<file path="config.mk">
export PLATFORM = sky130hd
export DESIGN_NAME = rx_fc_popcount8
export DESIGN_NICKNAME = d
export VERILOG_FILES = /design/src/rtl/rx_fc_popcount8.sv
export SDC_FILE = /design/constraint.sdc
export NUM_CORES = 1
export LEC_CHECK = 0
export CORE_AREA = 2 2 39 41
export DETAILED_ROUTE_END_ITERATION = 16
export DIE_AREA = 0 0 41 43
export PLACE_DENSITY = 0.37
export SLEW_MARGIN = 40
export SYNTH_ARGS = -nofsm -noshare
export SYNTH_HDL_FRONTEND = slang
export SYNTH_SLANG_ARGS = --single-unit
</file>
<file path="constraint.sdc">
create_clock -name vclk -period 9.2
set_clock_uncertainty 0.1 [all_clocks]
set_input_delay 2.3 -clock vclk [all_inputs]
set_output_delay 2.3 -clock vclk [all_outputs]
set_load 0.02 [all_outputs]
</file>
<file path="src/rtl/rx_fc_popcount8.sv">
// rx_fc_popcount8: combinational count of set bits in one byte.
module rx_fc_popcount8 (
    input  logic [7:0] data,
    output logic [3:0] count
);
    always_comb begin
        count = '0;
        for (int i = 0; i < 8; i++) count = count + {3'b000, data[i]};
    end
endmodule

</file>
==> impl_metrics.py <==
metrics = {
    "run_status": {
        "status": "completed",
    },
    "critical_path": {
        "crit_buf_inv": 5,
        "arrival_ns": 5.65,
        "category_of_the_critical_setup_timing_path": "in -> out",
        "max_stage_delay_ns": 0.62,
        "worst-endpoint-required_ns": 6.80,
        "critical_path_peak_fanout": 2,
        "crit_family": "adder cells",
        "crit_path_end_kind": "primary output",
        "critical_path.cell_chain": "clkdlybuf4s50_1 > inv_1 > fa_1 > fa_1 > fa_1 > inv_1 > ha_1 > inv_1 > fa_1 > xnor2_1 > clkdlybuf4s50_1",
        "worst_setup_path_start_kind": "input pin",
        "worst_path_max_delay_cell": "clkdlybuf4s50_1",
        "cell_type_with_the_highest_occurrence_count_on_the_critical_path": "fa_1",
    },
    "pwr": {
        "p_comb_share_pct": 100.0,
        "power_frac_clock_pct": 0,
        "power_report.internal_total_uw": 22.3,
        "sw_frac_of_total_pct": 48.7,
        "power_density_normalized_to_cell_area_mw_per_mm2": 132,
        "leakagePower_uw": 0.000175,
        "p_sw_uw": 21.2,
        "p_seq_share_pct": 0,
        "peakVddDrop_mv": 0.0298,
    },
    "layout": {
        "final_common_cell": "inv_1",
        "footprint_of_the_multi_input_gates_sq_um": 138,
        "nets": 53,
        "layout.cell_area.non_filler_sq_um": 330,
        "sequential_cell_area_sq_um": 0,
        "diodes": 0,
        "final.clkbuf_count": 0,
        "n_sequential_cell": 0,
        "area_growth_synth_to_finish_pct": 73.7,
        "final_layout_size_suffix_gt1_share_pct": 0,
        "layout.filler_cells": 155,
        "layout_common_cells": "inv_1, clkdlybuf4s50_1, fa_1",
    },
    "global_routing": {
        "global_route.usage.total_pct": 4.62,
        "grt_start_max_net_pins": 3,
        "grt_pass1_vias": 169,
        "grt_remaining_overflow": 0,
        "global_route.usage.met1_pct": 7.10,
        "grt_first_pass_wirelength_um": 621,
        "busiest_layer": "met2",
        "grt_util_met2_pct": 7.50,
        "number_of_antenna_violations_at_the_first_check_in_global_routing": 0,
        "gr-usage-met3_pct": 0,
    },
    "route": {
        "detail_route.wirelength_um": 340,
        "drt_iter0_drc": 0,
        "dr_total_vias": 162,
        "route.detailed.vias_per_inst": 3.12,
        "postRouteAntennaNets": 0,
        "drc_errors": 0,
        "wire_per_inst_um": 6.54,
        "drt_first_pass_iters": 1,
    },
    "timing": {
        "final_max_slew_viol_count": 0,
        "final.period_utilization_pct": 87.5,
        "tightestPinTransition_ns": 0.218,
        "maxSlewHeadroom_pct": 85.4,
        "rsz0062_at_grt": "false",
        "setup_slack_ns": 1.15,
        "totalNegativeSetupSlack_ns": 0,
        "final_period_minus_worst_setup_slack_ns": 8.05,
        "final-hold-violation-count": 0,
        "holdWs_ns": 5.68,
        "setup_violations": 0,
        "highest_clock_frequency_the_design_can_meet_mhz": 124,
    },
    "job": {
        "max_cap_viol_count": 0,
    },
    "floorplanning": {
        "boundaryPins": 12,
        "die_width_um": 41,
        "initial_utilization_pct": 13.7,
        "die_area_sq_mm": 0.00176,
        "floorplan.die.height_um": 43,
        "placement_rows": 14,
        "floorplan.core_area_sq_mm": 0.00138,
    },
    "clocking": {
        "cts.repair_timing.setup_buffer_count": 0,
        "cts-resized-gates": 0,
        "hold_buffer_count_at_cts": 0,
    },
    "synth": {
        "synth-warning-count": 0,
        "synth_largest_area_cell": "fa_1",
        "syn_avg_cell_area_sq_um": 7.92,
        "syn_area_sq_um": 190,
        "post_synth_main_area_contributors": "fa_1, inv_1, ha_1",
        "post_synth_inst_count": 24,
        "yosysSeqAreaShare_pct": 0,
        "mappedNetlistNets": 39,
        "synth.lib_cells_used.distinct": 6,
        "post-synth-top-area-fraction_pct": 42.1,
    },
    "worst_hold_path": {
        "holdCritPathClass": "in -> out",
    },
    "placed_design": {
        "dp_worst_setup_slack_ns": 1.11,
        "place.detailed.hpwl_um": 334,
        "place_area_sq_um": 330,
        "number_of_buffers_added_on_ports": 12,
        "globalplace.congestion": 0.590,
    },
}
cells by family after synthesis:
kind of cell | after synthesis | synth area share, %
AOI/OAI and AO/OA | 1 | 2.63
xor gates and xnor gates | 1 | 4.61
adders and majority gates | 7 | 61.8
buffers and inverters | 14 | 27.6
and+or+nand+nor | 1 | 3.29
worst min-delay path, delay by kind of cell:
kind,cells,cell delay [ns]
buffers and inverters,2,1.06
adder cells (fa/ha/maj),1,0.13
synth_stat cells, drive strengths merged:
cell and n:
inv 14, fa 4, ha 3, a21oi 1, nor2b 1, xnor2 1
worst paths after layout:
check	start	to	cells past startpoint
setup / recovery	data[0]	count[2]	11
hold / removal	data[2]	count[0]	3
power groups by stage:
stage / registers, uW / logic (uW) / clock network, uW
2_1_floorplan: 0 / 25.6 / 0
3_3_place_gp: 0 / 43.4 / 0
3_5_place_dp: 0 / 44.9 / 0
4_1_cts: 0 / 45.0 / 0
5_1_grt: 0 / 49.4 / 0
6_report: 0 / 43.5 / 0
metal layers:
metal  up-vias  share of wire, %
met5         -                 0
met4         0                 0
met3         0                10
met2         8                49
met1        68                41
li1         86                 -
metrics by stage:
step	utilization, %	instances	total power [uW]
CTS	23.9	52	45.0
global route	23.9	52	49.4
floorplan	-	24	25.6
detailed placement	23.9	52	44.9
finish	23.9	52	43.5
global placement	23.9	52	43.4
cell type report:
cell class / count / area share [%]
Inverter: 14 / 15.9
Tap cell: 16 / 6.06
Timing Repair Buffer: 12 / 36.4
Multi-Input combinational cell: 10 / 41.7
Power figures use the tool's default switching activity.
